===== config.mk =====
export PLATFORM = sky130hd
export DESIGN_NAME = uart_wb_bridge_flat
export DESIGN_NICKNAME = d
export VERILOG_FILES = /design/src/rtl/uart_wb_bridge_pkg.sv /design/src/rtl/uart_wb_bridge_if.sv /design/src/rtl/uart_wb_bridge_uart_phy.sv /design/src/rtl/uart_wb_bridge.sv /design/src/flat_wrapper.sv
export SDC_FILE = /design/constraint.sdc
export NUM_CORES = 1
export LEC_CHECK = 0
export CORE_MARGIN = 4
export CORE_UTILIZATION = 56
export DETAILED_ROUTE_END_ITERATION = 12
export GPL_TIMING_DRIVEN = 0
export PLACE_DENSITY = 0.81
export SYNTH_ARGS = -nofsm -noshare
export SYNTH_HDL_FRONTEND = slang
export SYNTH_SLANG_ARGS = --single-unit
export TNS_END_PERCENT = 100

===== constraint.sdc =====
create_clock -name clk -period 7.55 [get_ports clk]
set_clock_uncertainty 0.2 [all_clocks]
set_input_delay 1.51 -clock clk [delete_from_list [all_inputs] [get_ports clk]]
set_output_delay 1.51 -clock clk [all_outputs]
set_load 0.005 [all_outputs]

===== src/rtl/uart_wb_bridge_pkg.sv =====
// Shared constants and state types for the UART-to-Wishbone debug bridge.
package uart_wb_bridge_pkg;

  localparam logic [7:0] CMD_WR  = 8'h57;
  localparam logic [7:0] CMD_RD  = 8'h52;
  localparam logic [7:0] RSP_OK  = 8'h4B;
  localparam logic [7:0] RSP_ERR = 8'h45;

  typedef enum logic [2:0] {
    ST_IDLE,
    ST_ADDR,
    ST_DATA,
    ST_BUS,
    ST_RESP,
    ST_SEND
  } state_e;

  typedef enum logic [1:0] {
    RX_IDLE,
    RX_START,
    RX_DATA,
    RX_STOP
  } rx_state_e;

endpackage


===== src/rtl/uart_wb_bridge_if.sv =====
// Classic WB4 single-cycle bus bundle; dat_o flows master->slave, dat_i slave->master.
interface uart_wb_bridge_if;
  logic        cyc;
  logic        stb;
  logic        we;
  logic [31:0] adr;
  logic [31:0] dat_o;
  logic [31:0] dat_i;
  logic [3:0]  sel;
  logic        ack;
  logic        err;

  modport master (output cyc, stb, we, adr, dat_o, sel, input dat_i, ack, err);
  modport slave  (input cyc, stb, we, adr, dat_o, sel, output dat_i, ack, err);
endinterface


===== src/rtl/uart_wb_bridge_uart_phy.sv =====
// 8N1 UART deserializer (2-flop synchronized, centre sampled) and serializer
// with a tx_valid/tx_ready handshake. Requires CLK_HZ/BAUD >= 2.
module uart_phy
  import uart_wb_bridge_pkg::*;
#(
  parameter int unsigned CLK_HZ = 50_000_000,
  parameter int unsigned BAUD   = 115200
) (
  input  logic       clk,
  input  logic       rst,
  input  logic       uart_rx,
  output logic       uart_tx,
  output logic       rx_valid,
  output logic [7:0] rx_data,
  output logic       rx_ferr,
  input  logic       tx_valid,
  input  logic [7:0] tx_data,
  output logic       tx_ready
);

  localparam int unsigned DIV  = CLK_HZ / BAUD;
  localparam int unsigned HALF = DIV / 2;
  localparam int unsigned CW   = $clog2(DIV + 1);

  rx_state_e       rx_st_q, rx_st_d;
  logic            rx_meta_q, rx_sync_q, rx_prev_q;
  logic [CW-1:0]   rx_cnt_q, rx_cnt_d;
  logic [2:0]      rx_bit_q, rx_bit_d;
  logic [7:0]      rx_sh_q, rx_sh_d;
  logic            rx_valid_q, rx_valid_d, rx_ferr_q, rx_ferr_d;

  logic            tx_act_q, tx_act_d;
  logic [8:0]      tx_sh_q, tx_sh_d;
  logic [CW-1:0]   tx_cnt_q, tx_cnt_d;
  logic [3:0]      tx_bit_q, tx_bit_d;
  logic            tx_line_q, tx_line_d;
  logic            tx_last;

  always_comb begin
    rx_st_d    = rx_st_q;
    rx_cnt_d   = rx_cnt_q + 1'b1;
    rx_bit_d   = rx_bit_q;
    rx_sh_d    = rx_sh_q;
    rx_valid_d = 1'b0;
    rx_ferr_d  = 1'b0;
    unique case (rx_st_q)
      RX_IDLE: begin
        rx_cnt_d = '0;
        if (rx_prev_q && !rx_sync_q) rx_st_d = RX_START;
      end
      RX_START: if (rx_cnt_q == CW'(HALF - 1)) begin
        rx_cnt_d = '0;
        rx_bit_d = '0;
        rx_st_d  = rx_sync_q ? RX_IDLE : RX_DATA;
      end
      RX_DATA: if (rx_cnt_q == CW'(DIV - 1)) begin
        rx_cnt_d = '0;
        rx_sh_d  = {rx_sync_q, rx_sh_q[7:1]};
        rx_bit_d = rx_bit_q + 1'b1;
        if (rx_bit_q == 3'd7) rx_st_d = RX_STOP;
      end
      RX_STOP: if (rx_cnt_q == CW'(DIV - 1)) begin
        rx_cnt_d   = '0;
        rx_st_d    = RX_IDLE;
        rx_valid_d = rx_sync_q;
        rx_ferr_d  = !rx_sync_q;
      end
      default: rx_st_d = RX_IDLE;
    endcase
  end

  // The stop bit is held DIV-1 cycles while active; the final cycle is spent
  // idle with tx_ready high so a queued byte starts with no gap.
  assign tx_last = (tx_bit_q == 4'd9) ? (tx_cnt_q == CW'(DIV - 2))
                                      : (tx_cnt_q == CW'(DIV - 1));

  always_comb begin
    tx_act_d  = tx_act_q;
    tx_sh_d   = tx_sh_q;
    tx_cnt_d  = tx_cnt_q;
    tx_bit_d  = tx_bit_q;
    tx_line_d = tx_line_q;
    if (!tx_act_q) begin
      tx_line_d = 1'b1;
      if (tx_valid) begin
        tx_act_d  = 1'b1;
        tx_sh_d   = {1'b1, tx_data};
        tx_cnt_d  = '0;
        tx_bit_d  = '0;
        tx_line_d = 1'b0;
      end
    end else if (tx_last) begin
      tx_cnt_d = '0;
      if (tx_bit_q == 4'd9) begin
        tx_act_d  = 1'b0;
        tx_line_d = 1'b1;
      end else begin
        tx_bit_d  = tx_bit_q + 1'b1;
        tx_line_d = tx_sh_q[0];
        tx_sh_d   = {1'b1, tx_sh_q[8:1]};
      end
    end else begin
      tx_cnt_d = tx_cnt_q + 1'b1;
    end
  end

  always_ff @(posedge clk or posedge rst) begin
    if (rst) begin
      rx_meta_q  <= 1'b1;
      rx_sync_q  <= 1'b1;
      rx_prev_q  <= 1'b1;
      rx_st_q    <= RX_IDLE;
      rx_cnt_q   <= '0;
      rx_bit_q   <= '0;
      rx_sh_q    <= '0;
      rx_valid_q <= 1'b0;
      rx_ferr_q  <= 1'b0;
      tx_act_q   <= 1'b0;
      tx_sh_q    <= '0;
      tx_cnt_q   <= '0;
      tx_bit_q   <= '0;
      tx_line_q  <= 1'b1;
    end else begin
      rx_meta_q  <= uart_rx;
      rx_sync_q  <= rx_meta_q;
      rx_prev_q  <= rx_sync_q;
      rx_st_q    <= rx_st_d;
      rx_cnt_q   <= rx_cnt_d;
      rx_bit_q   <= rx_bit_d;
      rx_sh_q    <= rx_sh_d;
      rx_valid_q <= rx_valid_d;
      rx_ferr_q  <= rx_ferr_d;
      tx_act_q   <= tx_act_d;
      tx_sh_q    <= tx_sh_d;
      tx_cnt_q   <= tx_cnt_d;
      tx_bit_q   <= tx_bit_d;
      tx_line_q  <= tx_line_d;
    end
  end

  assign rx_valid = rx_valid_q;
  assign rx_data  = rx_sh_q;
  assign rx_ferr  = rx_ferr_q;
  assign tx_ready = !tx_act_q;
  assign uart_tx  = tx_line_q;

endmodule


===== src/rtl/uart_wb_bridge.sv =====
// UART-driven Wishbone master: parses W/R command frames, runs one classic
// WB4 cycle, and answers with K (+ read data) or E.
module uart_wb_bridge
  import uart_wb_bridge_pkg::*;
#(
  parameter int unsigned CLK_HZ       = 50_000_000,
  parameter int unsigned BAUD         = 115200,
  parameter int unsigned WB_TIMEOUT   = 255,
  parameter int unsigned BYTE_TIMEOUT = 5_000_000
) (
  input  logic                clk,
  input  logic                rst,
  uart_wb_bridge_if.master    wb,
  input  logic                uart_rx,
  output logic                uart_tx,
  output logic                busy
);

  localparam int unsigned WT_W = $clog2(WB_TIMEOUT + 1) + 1;
  localparam int unsigned BT_W = $clog2(BYTE_TIMEOUT + 1) + 1;

  logic       rx_valid, rx_ferr, tx_valid, tx_ready;
  logic [7:0] rx_data, tx_data;

  state_e          st_q, st_d;
  logic            we_q, we_d, fail_q, fail_d, cyc_q, cyc_d, busy_q, busy_d;
  logic [31:0]     adr_q, adr_d, dat_q, dat_d, rdat_q, rdat_d;
  logic [2:0]      idx_q, idx_d, nbytes;
  logic [WT_W-1:0] wt_q, wt_d;
  logic [BT_W-1:0] bt_q, bt_d;

  uart_phy #(.CLK_HZ(CLK_HZ), .BAUD(BAUD)) u_phy (
    .clk      (clk),
    .rst      (rst),
    .uart_rx  (uart_rx),
    .uart_tx  (uart_tx),
    .rx_valid (rx_valid),
    .rx_data  (rx_data),
    .rx_ferr  (rx_ferr),
    .tx_valid (tx_valid),
    .tx_data  (tx_data),
    .tx_ready (tx_ready)
  );

  assign nbytes = (fail_q || we_q) ? 3'd1 : 3'd5;

  always_comb begin
    st_d     = st_q;
    we_d     = we_q;
    fail_d   = fail_q;
    cyc_d    = cyc_q;
    busy_d   = busy_q;
    adr_d    = adr_q;
    dat_d    = dat_q;
    rdat_d   = rdat_q;
    idx_d    = idx_q;
    wt_d     = '0;
    bt_d     = '0;
    tx_valid = 1'b0;
    tx_data  = fail_q ? RSP_ERR : RSP_OK;
    unique case (st_q)
      ST_IDLE: if (rx_valid && (rx_data == CMD_WR || rx_data == CMD_RD)) begin
        we_d   = (rx_data == CMD_WR);
        fail_d = 1'b0;
        idx_d  = '0;
        busy_d = 1'b1;
        st_d   = ST_ADDR;
      end
      ST_ADDR, ST_DATA: begin
        bt_d = bt_q + 1'b1;
        if (rx_ferr) begin
          busy_d = 1'b0;
          st_d   = ST_IDLE;
        end else if (rx_valid) begin
          bt_d  = '0;
          idx_d = idx_q + 1'b1;
          if (st_q == ST_ADDR) adr_d[{idx_q[1:0], 3'b000} +: 8] = rx_data;
          else                 dat_d[{idx_q[1:0], 3'b000} +: 8] = rx_data;
          if (idx_q == 3'd3) begin
            idx_d = '0;
            if (st_q == ST_ADDR && we_q) begin
              st_d = ST_DATA;
            end else begin
              st_d  = ST_BUS;
              cyc_d = 1'b1;
            end
          end
        end else if (bt_q == BT_W'(BYTE_TIMEOUT - 1)) begin
          busy_d = 1'b0;
          st_d   = ST_IDLE;
        end
      end
      // err takes priority over a simultaneous ack
      ST_BUS: begin
        wt_d = wt_q + 1'b1;
        if (wb.err || wt_q == WT_W'(WB_TIMEOUT)) begin
          fail_d = 1'b1;
          cyc_d  = 1'b0;
          st_d   = ST_RESP;
        end else if (wb.ack) begin
          rdat_d = wb.dat_i;
          cyc_d  = 1'b0;
          st_d   = ST_RESP;
        end
      end
      ST_RESP: begin
        idx_d = '0;
        st_d  = ST_SEND;
      end
      ST_SEND: begin
        tx_valid = (idx_q < nbytes);
        if (idx_q != 3'd0) tx_data = rdat_q[{idx_q[1:0] - 2'd1, 3'b000} +: 8];
        if (tx_valid && tx_ready) begin
          idx_d = idx_q + 1'b1;
        end else if (!tx_valid && tx_ready) begin
          busy_d = 1'b0;
          st_d   = ST_IDLE;
        end
      end
      default: st_d = ST_IDLE;
    endcase
  end

  always_ff @(posedge clk or posedge rst) begin
    if (rst) begin
      st_q   <= ST_IDLE;
      we_q   <= 1'b0;
      fail_q <= 1'b0;
      cyc_q  <= 1'b0;
      busy_q <= 1'b0;
      adr_q  <= '0;
      dat_q  <= '0;
      rdat_q <= '0;
      idx_q  <= '0;
      wt_q   <= '0;
      bt_q   <= '0;
    end else begin
      st_q   <= st_d;
      we_q   <= we_d;
      fail_q <= fail_d;
      cyc_q  <= cyc_d;
      busy_q <= busy_d;
      adr_q  <= adr_d;
      dat_q  <= dat_d;
      rdat_q <= rdat_d;
      idx_q  <= idx_d;
      wt_q   <= wt_d;
      bt_q   <= bt_d;
    end
  end

  assign wb.cyc   = cyc_q;
  assign wb.stb   = cyc_q;
  assign wb.we    = we_q & cyc_q;
  assign wb.sel   = cyc_q ? 4'hF : 4'h0;
  assign wb.adr   = adr_q;
  assign wb.dat_o = dat_q;
  assign busy     = busy_q;

endmodule


===== src/flat_wrapper.sv =====
// flat-port wrapper written by rule: the top's interface ports become plain ports
module uart_wb_bridge_flat import uart_wb_bridge_pkg::*;
#(
  parameter int unsigned CLK_HZ       = 50_000_000,
  parameter int unsigned BAUD         = 115200,
  parameter int unsigned WB_TIMEOUT   = 255,
  parameter int unsigned BYTE_TIMEOUT = 5_000_000
)
  (clk, rst, uart_rx, uart_tx, busy, wb_cyc, wb_stb, wb_we, wb_adr, wb_dat_o, wb_sel, wb_dat_i, wb_ack, wb_err);
  uart_wb_bridge_if wb_i ();
  input  logic clk;
  input  logic rst;
  input  logic uart_rx;
  output logic uart_tx;
  output logic busy;
  output wire logic [$bits(wb_i.cyc)-1:0] wb_cyc;
  output wire logic [$bits(wb_i.stb)-1:0] wb_stb;
  output wire logic [$bits(wb_i.we)-1:0] wb_we;
  output wire logic [$bits(wb_i.adr)-1:0] wb_adr;
  output wire logic [$bits(wb_i.dat_o)-1:0] wb_dat_o;
  output wire logic [$bits(wb_i.sel)-1:0] wb_sel;
  input wire logic [$bits(wb_i.dat_i)-1:0] wb_dat_i;
  input wire logic [$bits(wb_i.ack)-1:0] wb_ack;
  input wire logic [$bits(wb_i.err)-1:0] wb_err;
  assign wb_cyc = wb_i.cyc;
  assign wb_stb = wb_i.stb;
  assign wb_we = wb_i.we;
  assign wb_adr = wb_i.adr;
  assign wb_dat_o = wb_i.dat_o;
  assign wb_sel = wb_i.sel;
  assign wb_i.dat_i = wb_dat_i;
  assign wb_i.ack = wb_ack;
  assign wb_i.err = wb_err;
  uart_wb_bridge #(.CLK_HZ(CLK_HZ), .BAUD(BAUD), .WB_TIMEOUT(WB_TIMEOUT), .BYTE_TIMEOUT(BYTE_TIMEOUT)) u_core (.clk(clk), .rst(rst), .wb(wb_i), .uart_rx(uart_rx), .uart_tx(uart_tx), .busy(busy));
endmodule

==> impl_metrics.csv, run 1 <==
group,metric,value,unit
critical_path,path_max_fanout,10,
sta,setup_viol,0,
clocking,cts_buffers,17,
critical_path,cpMaxStageDelayCell,"nor3b_1",
power_and_ir_drop,finalPower,2100,uW
clocking,ctsResizeCount,0,
clocking,clk_pin_slew,0.07,ns
synthesis,syn-num-nets,883,
global_route,antenna_found_initial,0,
route,avgViaCountPerCell,5.732,
final_layout,fill_cells,1079,
route,wl_per_cell,16.82,microns
die,start_util,57.22,%
run,maxCapViolations,0,
critical_path,worstPathRequired,7.70,ns
final_layout,antenna_cells,0,
die,die_x,132.6,microns
synthesis,synth.distinct_cells,60,
sta,tns,0,ns
clocking,cts-root-buf,"clkbuf_16",
critical_path,critPathTopFamily,"buffers and inverters",
clocking,clk-insertion-delay-late,0.44,ns
critical_path,crit_chain,"buf_2, inv_1, ha_1, buf_1, nor3b_1, nand2_1, o21ai_0",
sta,period_share,48.41,%
synthesis,ys_seq_area_share,54.72,%
power_and_ir_drop,peakVddDrop,0.1609,mV
clocking,post-cts-setup-buffer-count,0,
placement,gp_congestion,0.8477,
critical_path,startpoint_type,"register",
synthesis,synthCells,827,
synthesis,ys_ff_latch,190,
final_layout,post-route-util,70.31,%
synthesis,synth_most_common_cell,"dfrtp_1",
synthesis,yosysWarnings,0,
route,drtIter0Drc,404,
run_status,outcome,"finished, final reports clean",
sta,rsz0062_at_grt,"no",
power_and_ir_drop,power_density,196.4,mW/mm^2
synthesis,syn_area_per_cell,10.52,sq um
critical_path,arrival,3.80,ns
power_and_ir_drop,leakagePower,0.004763,uW
clocking,holdBufCountCts,0,
route,via_count,6626,
synthesis,synth_top_area_share,53.51,%
route,drc,0,
sta,worst_pin_slew,1.043,ns
placement,port_buffers,109,
sta,holdWs,0.1569,ns
global_route,grt_max_degree,123,
global_route,grt_pass1_wl,32660,microns
global_route,grt.total_usage,22.75,%
final_layout,syn_to_final_growth,22.89,%
synthesis,ys_top_cells_by_count,"dfrtp_1, nand2_1, o21ai_0",
route,firstDrtPassIters,5,
critical_path,critPathMaxStageDelay,0.91,ns
route,antenna_left,0,
synthesis,syn-cell-area,0.008698,sq mm
synthesis,synth_area_leaders,"dfrtp_1, nand2_1, mux2_2, o21ai_0, ha_1",
clocking,clock-sinks,190,
global_route,grt_pass1_vias,6667,
route,wl,19450,microns
critical_path,critical_path_class,"register to register",
clocking,cts_tree,"done",
critical_path,cp.buffers_inverters,3,
clocking,cts_max_path_buffers,2,
placement,place_hpwl,13430,microns
sta,hold_viol,0,
final_layout,final_nets,1012,
clocking,h-tree-depth,4,
sta,slew_violations,0,
hold_path,hp-class,"register to register",
die,die_area,0.01759,sq mm
critical_path,crit_path_end_kind,"register",
synthesis,ys.flop_type,"dfrtp_1",
die,die_h,132.6,microns
synthesis,synth_edf_count,0,
synthesis,async_flop_share,100.0,%
die,ios,110,
die,core_area,0.01520,sq mm
sta,max_freq,273.6,MHz
sta,slew_headroom,30.29,%
final_layout,layout-drive-gt1-share,11.67,%
die,rows,45,
sta,fin_crit,3.655,ns
synthesis,synth_top_cell_by_area,"dfrtp_1",
global_route,grt_overflow,0,
==> state kept, by name (all words and copies together), names as in the netlist, 3 cells and up, named ones only <==
register / count
u_core.u_phy.tx_sh_q: 9
u_core.wt_q: 9
u_core.wb.dat_o: 32
u_core.st_q: 3
u_core.wb.adr: 32
u_core.u_phy.rx_bit_q: 3
u_core.rdat_q: 32
u_core.u_phy.tx_bit_q: 4
u_core.u_phy.rx_cnt_q: 9
u_core.idx_q: 3
u_core.u_phy.tx_cnt_q: 9
u_core.bt_q: 24
u_core.u_phy.rx_data: 8
==> per-layer routing <==
| layer | part of all wire [%] | vias to the layer above | wire length (microns) | GRT usage (%) |
|---|---|---|---|---|
| met5 | 0 | - | 0 | 0 |
| met2 | 49 | 173 | 9585 | 37.29 |
| met3 | 4.2 | 41 | 820 | 4.068 |
| met4 | 2.0 | 0 | 387 | 7.968 |
| met1 | 45 | 3275 | 8655 | 30.86 |
| li1 | - | 3137 | - | - |
==> cell usage in the layout, fill, tap and decap left out, types with 19 or more instances in the layout <==
cell and n:
nor2_1 55, nand2_1 142, nand3_1 22, a21oi_1 19, dfrtp_1 186, clkdlybuf4s50_1 109, clkbuf_1 26, ha_1 19
xnor2_1 20, mux2_2 47, o21ai_0 86
==> power by group <==
| group | leakage, uW | switching [uW] | internal [uW] | total [uW] |
|---|---|---|---|---|
| combinational | 0.00186 | 49.4 | 37.5 | 86.9 |
| sequential | 0.00260 | 15.0 | 1030 | 1050 |
| clock | 0.000305 | 404 | 562 | 965 |
| total | 0.00476 | 468 | 1630 | 2100 |
==> worst reg2reg max path, delay by kind of cell, from the launching register on <==
family                     cells  cell delay (ns)
DFF                            1             0.53
buffers and inverters          3             1.09
adders and majority gates      1             0.44
and+or+nand+nor                2             1.08
AOI/OAI and AO/OA              1             0.24
==> worst paths after layout <==
kind / cells after the start / from / slack, ns / end
worst min-delay path: 0 / u_core.u_phy.rx_meta_q$_DFF_PP1_ / 0.16 / u_core.u_phy.rx_sync_q$_DFF_PP1_
worst max register to register: 7 / u_core.idx_q[0]$_DFFE_PP0P_ / 3.89 / u_core.wb.dat_o[9]$_DFFE_PP0P_
min in group asynchronous: 2 / rst / 1.30 / u_core.rdat_q[16]$_DFFE_PP0P_
max in group asynchronous: 3 / rst / 4.94 / u_core.bt_q[13]$_DFF_PP0_
worst max-delay path: 7 / u_core.idx_q[0]$_DFFE_PP0P_ / 3.89 / u_core.wb.dat_o[9]$_DFFE_PP0P_
worst min register to register: 0 / u_core.u_phy.rx_meta_q$_DFF_PP1_ / 0.16 / u_core.u_phy.rx_sync_q$_DFF_PP1_
==> kinds of logic after synthesis <==
kind of cell,after synthesis,synth area share (%)
AO/OA/AOI/OAI,148,9.896
AND/OR/NAND/NOR,322,18.02
buffers and inverters,56,2.719
adder cells (fa/ha/maj),19,2.733
multiplexers,57,8.386
XOR/XNOR,35,3.524
flip-flops,190,54.72
==> metrics by stage <==
stage                     cell area, sq um  std cells  setup slack (ns)
after floorplan                       8698        827            0.6761
after global placement               10020       1124            -1.688
after detailed placement             10060       1125             3.878
after CTS                            10690       1156             3.807
after global routing                 10690       1156             3.562
final                                10690       1156             3.895
==> area by class of cell <==
class / count / area [sq um] / area share [%]
inverters: 17 / 71.32 / 0.6672
multi-input cells: 581 / 3702 / 34.64
plain buffers: 39 / 172.7 / 1.615
clock buffers: 18 / 429.2 / 4.015
flip-flops and latches: 190 / 4760 / 44.53
well taps: 188 / 235.2 / 2.201
clock inverters: 13 / 200.2 / 1.873
repair buffers: 110 / 1119 / 10.46
Power figures use the tool's default switching activity.
==> inputs of run 2 (changes only) <==
--- a/config.mk
+++ b/config.mk
@@ -6,10 +6,10 @@
 export NUM_CORES = 1
 export LEC_CHECK = 0
 export CORE_MARGIN = 4
-export CORE_UTILIZATION = 56
+export CORE_UTILIZATION = 50
 export DETAILED_ROUTE_END_ITERATION = 12
 export GPL_TIMING_DRIVEN = 0
-export PLACE_DENSITY = 0.81
+export PLACE_DENSITY = 0.76
 export SYNTH_ARGS = -nofsm -noshare
 export SYNTH_HDL_FRONTEND = slang
 export SYNTH_SLANG_ARGS = --single-unit
==> constraint.sdc (replaced) <==
create_clock -name clk -period 3 [get_ports clk]
set_clock_uncertainty 0.2 [all_clocks]
set_input_delay 0.6 -clock clk [delete_from_list [all_inputs] [get_ports clk]]
set_output_delay 0.6 -clock clk [all_outputs]
set_load 0.005 [all_outputs]
==> run 2 against run 1 <==
Net effect: design area is 1.6% higher; global-route usage is 2.3 points lower; sequential share of layout area is 0.68 points lower; sequential cell count stayed put; hold slack better by 0.0037 ns; worst setup slack worse by 3.8 ns; clock-buffer cell count stayed put; die area is 11% higher; non-clock buffer count is 9 higher; power is 150% higher; fmax is 27% higher; critical path depth is 1 higher; critical endpoint is now u_core.u_phy.tx_sh_q[1]$_DFFE_PP0P_; largest power group unchanged.
==> impl_metrics.csv, run 2 (same netlist as run 1, synthesis figures left out) <==
group,metric,value,unit
die,ios,110,
global_route,grt.total_usage,20.47,%
route,antenna_left,0,
sta,rsz0062_at_grt,"no",
route,avgViaCountPerCell,5.490,
critical_path,startpoint_type,"register",
final_layout,layout-drive-gt1-share,13.29,%
global_route,grt_pass1_wl,32860,microns
power_and_ir_drop,leakagePower,0.004839,uW
power_and_ir_drop,peakVddDrop,0.3857,mV
global_route,antenna_found_initial,0,
die,die_area,0.01957,sq mm
clocking,cts_max_path_buffers,2,
global_route,grt_max_degree,42,
clocking,holdBufCountCts,0,
die,rows,47,
clocking,clock-sinks,190,
placement,place_hpwl,14020,microns
clocking,h-tree-depth,4,
critical_path,crit_path_end_kind,"register",
sta,worst_pin_slew,0.7226,ns
sta,hold_viol,0,
critical_path,rrSetupSlack,0.13,ns
critical_path,critical_path_class,"register to register",
critical_path,worstPathRequired,3.12,ns
placement,port_buffers,109,
final_layout,antenna_cells,0,
sta,max_freq,348.6,MHz
route,drtIter0Drc,415,
clocking,cts_tree,"done",
route,via_count,6577,
sta,slew_headroom,51.61,%
hold_path,hp-class,"register to register",
global_route,grt_pass1_vias,6682,
die,core_area,0.01682,sq mm
final_layout,final_common_cell,"dfrtp_1",
die,start_util,51.72,%
clocking,cts_buffers,17,
sta,fin_crit,2.869,ns
final_layout,final_nets,1021,
placement,placed_cells,1161,
clocking,clk-insertion-delay-late,0.43,ns
sta,slew_violations,0,
placement,gp_congestion,0.8741,
clocking,cts-root-buf,"clkbuf_16",
sta,period_share,95.63,%
global_route,grt_overflow,0,
power_and_ir_drop,power_density,478.7,mW/mm^2
sta,setup_viol,0,
route,firstDrtPassIters,4,
route,drc,0,
clocking,clk_pin_slew,0.07,ns
die,die_h,139.9,microns
final_layout,syn_to_final_growth,24.83,%
die,die_x,139.9,microns
route,wl,19530,microns
run,maxCapViolations,0,
critical_path,path_max_fanout,10,
sta,holdWs,0.1607,ns
critical_path,arrival,2.98,ns
final_layout,layout_common_cells,"dfrtp_1, nand2_1, clkdlybuf4s50_1",
run_status,outcome,"finished, final reports clean",
final_layout,layout.cells.non_filler,1198,
route,wl_per_cell,16.30,microns
==> run 2: area by class of cell <==
cell class,count,area (sq um)
well taps,220,275.3
inverters,17,67.56
repair buffers,119,1229
flip-flops and latches,190,4761
multi-input cells,581,3735
plain buffers,39,176.4
fillers,1352,5961
clock buffers,18,439.2
clock inverters,14,175.2
==> run 2: path summary, 6_finish.rpt <==
path / endpoint / from / depth (start not counted)
setup / recovery: u_core.u_phy.tx_sh_q[1]$_DFFE_PP0P_ / u_core.idx_q[0]$_DFFE_PP0P_ / 8
min in group asynchronous: u_core.rdat_q[4]$_DFFE_PP0P_ / rst / 2
setup reg to reg: u_core.u_phy.tx_sh_q[1]$_DFFE_PP0P_ / u_core.idx_q[0]$_DFFE_PP0P_ / 8
hold reg to reg: u_core.u_phy.rx_sync_q$_DFF_PP1_ / u_core.u_phy.rx_meta_q$_DFF_PP1_ / 0
max in group asynchronous: u_core.wb.dat_o[0]$_DFFE_PP0P_ / rst / 5
hold / removal: u_core.u_phy.rx_sync_q$_DFF_PP1_ / u_core.u_phy.rx_meta_q$_DFF_PP1_ / 0
==> run 2: timing repair <==
item / CTS / global route
pin swaps: 0 / 0
endpoints found under the setup margin: 69 / 49
setup buffers: 0 / 5
gates resized for setup: 8 / 1
==> run 2: per-stage QoR <==
step	setup TNS (ns)	area [sq um]	utilization, %	power, uW	setup WS [ns]
6_report	0	10860	64.56	5198	0.1310
5_1_grt	0	10860	64.56	5390	0.007566
4_1_cts	0	10820	64.33	5235	0.02715
3_5_place_dp	-29.16	10170	60.46	2921	-0.7032
3_3_place_gp	-351.41	10070	59.86	2897	-1.755
2_1_floorplan	-45.61	8702	-	2812	-0.2452
==> run 2: power breakdown <==
part | total, uW | leakage (uW) | internal (uW) | switching [uW]
clock | 2330 | 0.000300 | 1280 | 1050
combinational | 232 | 0.00194 | 104 | 128
sequential | 2630 | 0.00260 | 2600 | 36.9
==> run 2: layer usage <==
layer  vias to the layer above  global-route usage, %  wire [microns]  share of wire [%]
met5                         -                      0               0                  0
met4                         0                  7.088             354                1.8
met3                        30                  4.431            1063                5.4
met2                       185                  32.72            9295                 48
met1                      3220                  27.99            8821                 45
li1                       3142                      -               -                  -
==> run 2: worst max-delay path, stage by stage (launching register included) <==
cell	delay, ns
dfrtp_2	0.49
buf_4	0.29
inv_1	0.19
ha_1	0.45
buf_2	0.35
mux4_2	0.38
nand2_1	0.08
a21oi_1	0.06
mux2_2	0.27
==> inputs of run 3 (changes only) <==
--- a/config.mk
+++ b/config.mk
@@ -9,6 +9,7 @@
 export CORE_UTILIZATION = 50
 export DETAILED_ROUTE_END_ITERATION = 12
 export GPL_TIMING_DRIVEN = 0
+export MAX_ROUTING_LAYER = met4
 export PLACE_DENSITY = 0.76
 export SYNTH_ARGS = -nofsm -noshare
 export SYNTH_HDL_FRONTEND = slang
==> run 3 against run 2 <==
Net effect: hold slack lost 0.0057 ns; global-route usage grew 0.19 points; sequential share of layout area grew 0.31 points; clock-buffer cell count is the same; sequential cell count is the same; utilization shrank 0.45 points; critical path type unchanged; highest routed layer unchanged.
==> impl_metrics.csv, run 3 (same netlist as run 1, synthesis figures left out) <==
group,metric,value,unit
run_status,outcome,"finished, final reports clean",
sta,hold_viol,0,
critical_path,reg2reg_depth,8,
die,ios,110,
clocking,h-tree-depth,4,
placement,port_buffers,109,
critical_path,critical_path_class,"register to register",
die,core_area,0.01682,sq mm
placement,placed_cells,1161,
critical_path,worstPathRequired,3.12,ns
global_route,grt_max_degree,44,
clocking,clk_pin_slew,0.07,ns
final_layout,post-route-util,64.11,%
critical_path,arrival,2.99,ns
die,die_x,139.9,microns
final_layout,layout_common_cells,"dfrtp_1, nand2_1, clkdlybuf4s50_1",
critical_path,rrSetupSlack,0.13,ns
sta,slew_headroom,50.75,%
route,wl_per_cell,15.93,microns
route,drtIter0Drc,416,
global_route,grt_overflow,0,
global_route,grt.total_usage,20.67,%
power_and_ir_drop,leakagePower,0.004796,uW
sta,period_share,95.76,%
die,rows,47,
critical_path,crit_path_end_kind,"register",
clocking,cts_tree,"done",
clocking,post-cts-setup-buffer-count,0,
critical_path,crit_chain,"buf_4, inv_1, ha_1, buf_2, mux4_2, nand2_1, a21oi_1, mux2_2",
route,wl,19000,microns
route,antenna_left,0,
sta,worst_pin_slew,0.7353,ns
sta,rsz0062_at_grt,"no",
run,maxCapViolations,0,
die,start_util,51.72,%
clocking,holdBufCountCts,0,
critical_path,r2r-start,"u_core.idx_q[0]$_DFFE_PP0P_",
global_route,grt_pass1_vias,6481,
power_and_ir_drop,peakVddDrop,0.4022,mV
critical_path,r2r-end,"u_core.u_phy.tx_sh_q[1]$_DFFE_PP0P_",
global_route,antenna_found_initial,0,
route,firstDrtPassIters,5,
final_layout,final_common_cell,"dfrtp_1",
die,die_h,139.9,microns
sta,slew_violations,0,
sta,holdWs,0.1550,ns
critical_path,startpoint_type,"register",
sta,fin_crit,2.873,ns
final_layout,antenna_cells,0,
sta,setup_viol,0,
placement,gp_congestion,0.8816,
clocking,clk-insertion-delay-late,0.43,ns
sta,max_freq,348.1,MHz
placement,place_hpwl,13750,microns
final_layout,final_nets,1016,
hold_path,min_to,"u_core.u_phy.rx_sync_q$_DFF_PP1_",
power_and_ir_drop,power_density,471.2,mW/mm^2
clocking,ctsResizeCount,8,
critical_path,path_max_fanout,10,
route,avgViaCountPerCell,5.482,
hold_path,min_from,"u_core.u_phy.rx_meta_q$_DFF_PP1_",
route,via_count,6540,
global_route,grt_pass1_wl,32300,microns
clocking,clock-sinks,190,
die,die_area,0.01957,sq mm
clocking,cts_buffers,17,
final_layout,syn_to_final_growth,23.95,%
critical_path,cpMaxStageDelayCell,"dfrtp_2",
clocking,cts_max_path_buffers,2,
final_layout,layout-drive-gt1-share,12.74,%
clocking,cts-root-buf,"clkbuf_16",
final_layout,layout.cells.non_filler,1193,
hold_path,min_path_cells,0,
hold_path,hp-class,"register to register",
route,drc,0,
critical_path,critPathMaxStageDelay,0.47,ns
## run 3: layer usage
layer / track usage (%) / share of wire (%)
met4: 6.578 / 1.8
met1: 28.05 / 46
met5: - / 0
met2: 32.16 / 47
met3: 3.511 / 5.0
## run 3: worst max-delay path by stage
stage | cells after the start | from | end | slack [ns]
2_1_floorplan | 1 | rst | asynchronous set/reset pin | -0.25
6_report | 8 | u_core.idx_q[0]$_DFFE_PP0P_ | u_core.u_phy.tx_sh_q[1]$_DFFE_PP0P_ | 0.13
5_1_grt | 8 | u_core.idx_q[0]$_DFFE_PP0P_ | u_core.u_phy.tx_sh_q[1]$_DFFE_PP0P_ | 0.03
3_3_place_gp | 2 | rst | u_core.wb.adr[16]$_DFFE_PP0P_ | -1.75
3_5_place_dp | 7 | u_core.idx_q[0]$_DFFE_PP0P_ | u_core.wb.dat_o[17]$_DFFE_PP0P_ | -0.63
4_1_cts | 8 | u_core.idx_q[0]$_DFFE_PP0P_ | u_core.u_phy.tx_sh_q[1]$_DFFE_PP0P_ | 0.05
## run 3: critical path, delay by kind of cell (launching register included)
family	cells	cell delay (ns)
buf+inv	3	0.81
mux	2	0.65
flops	1	0.47
fa+ha+maj	1	0.44
simple gates	1	0.09
compound gates	1	0.08
## run 3: cell type report
| type | instances | area [sq um] |
|---|---|---|
| inverters | 17 | 67.56 |
| flip-flops and latches | 190 | 4761 |
| clock inverters | 14 | 146.4 |
| multi-input cells | 581 | 3735 |
| plain buffers | 39 | 176.4 |
| repair buffers | 114 | 1191 |
| clock buffers | 18 | 429.2 |
| well taps | 220 | 275.3 |
| fillers | 1383 | 6037 |
## run 3: per-stage QoR
stage | setup TNS [ns] | setup slack (ns) | instance area (sq um) | total power (uW)
3_3_place_gp | -353.06 | -1.751 | 10070 | 2896
5_1_grt | 0 | 0.02674 | 10780 | 5263
3_5_place_dp | -27.62 | -0.6280 | 10170 | 2916
6_report | 0 | 0.1273 | 10780 | 5081
4_1_cts | 0 | 0.04744 | 10780 | 5116
2_1_floorplan | -45.61 | -0.2452 | 8702 | 2812
## run 3: where the power goes
| part | total [uW] | switching (uW) | internal [uW] |
|---|---|---|---|
| logic | 229 | 125 | 104 |
| clock network | 2220 | 1040 | 1180 |
| registers | 2630 | 35.4 | 2600 |
| total | 5080 | 1200 | 3880 |
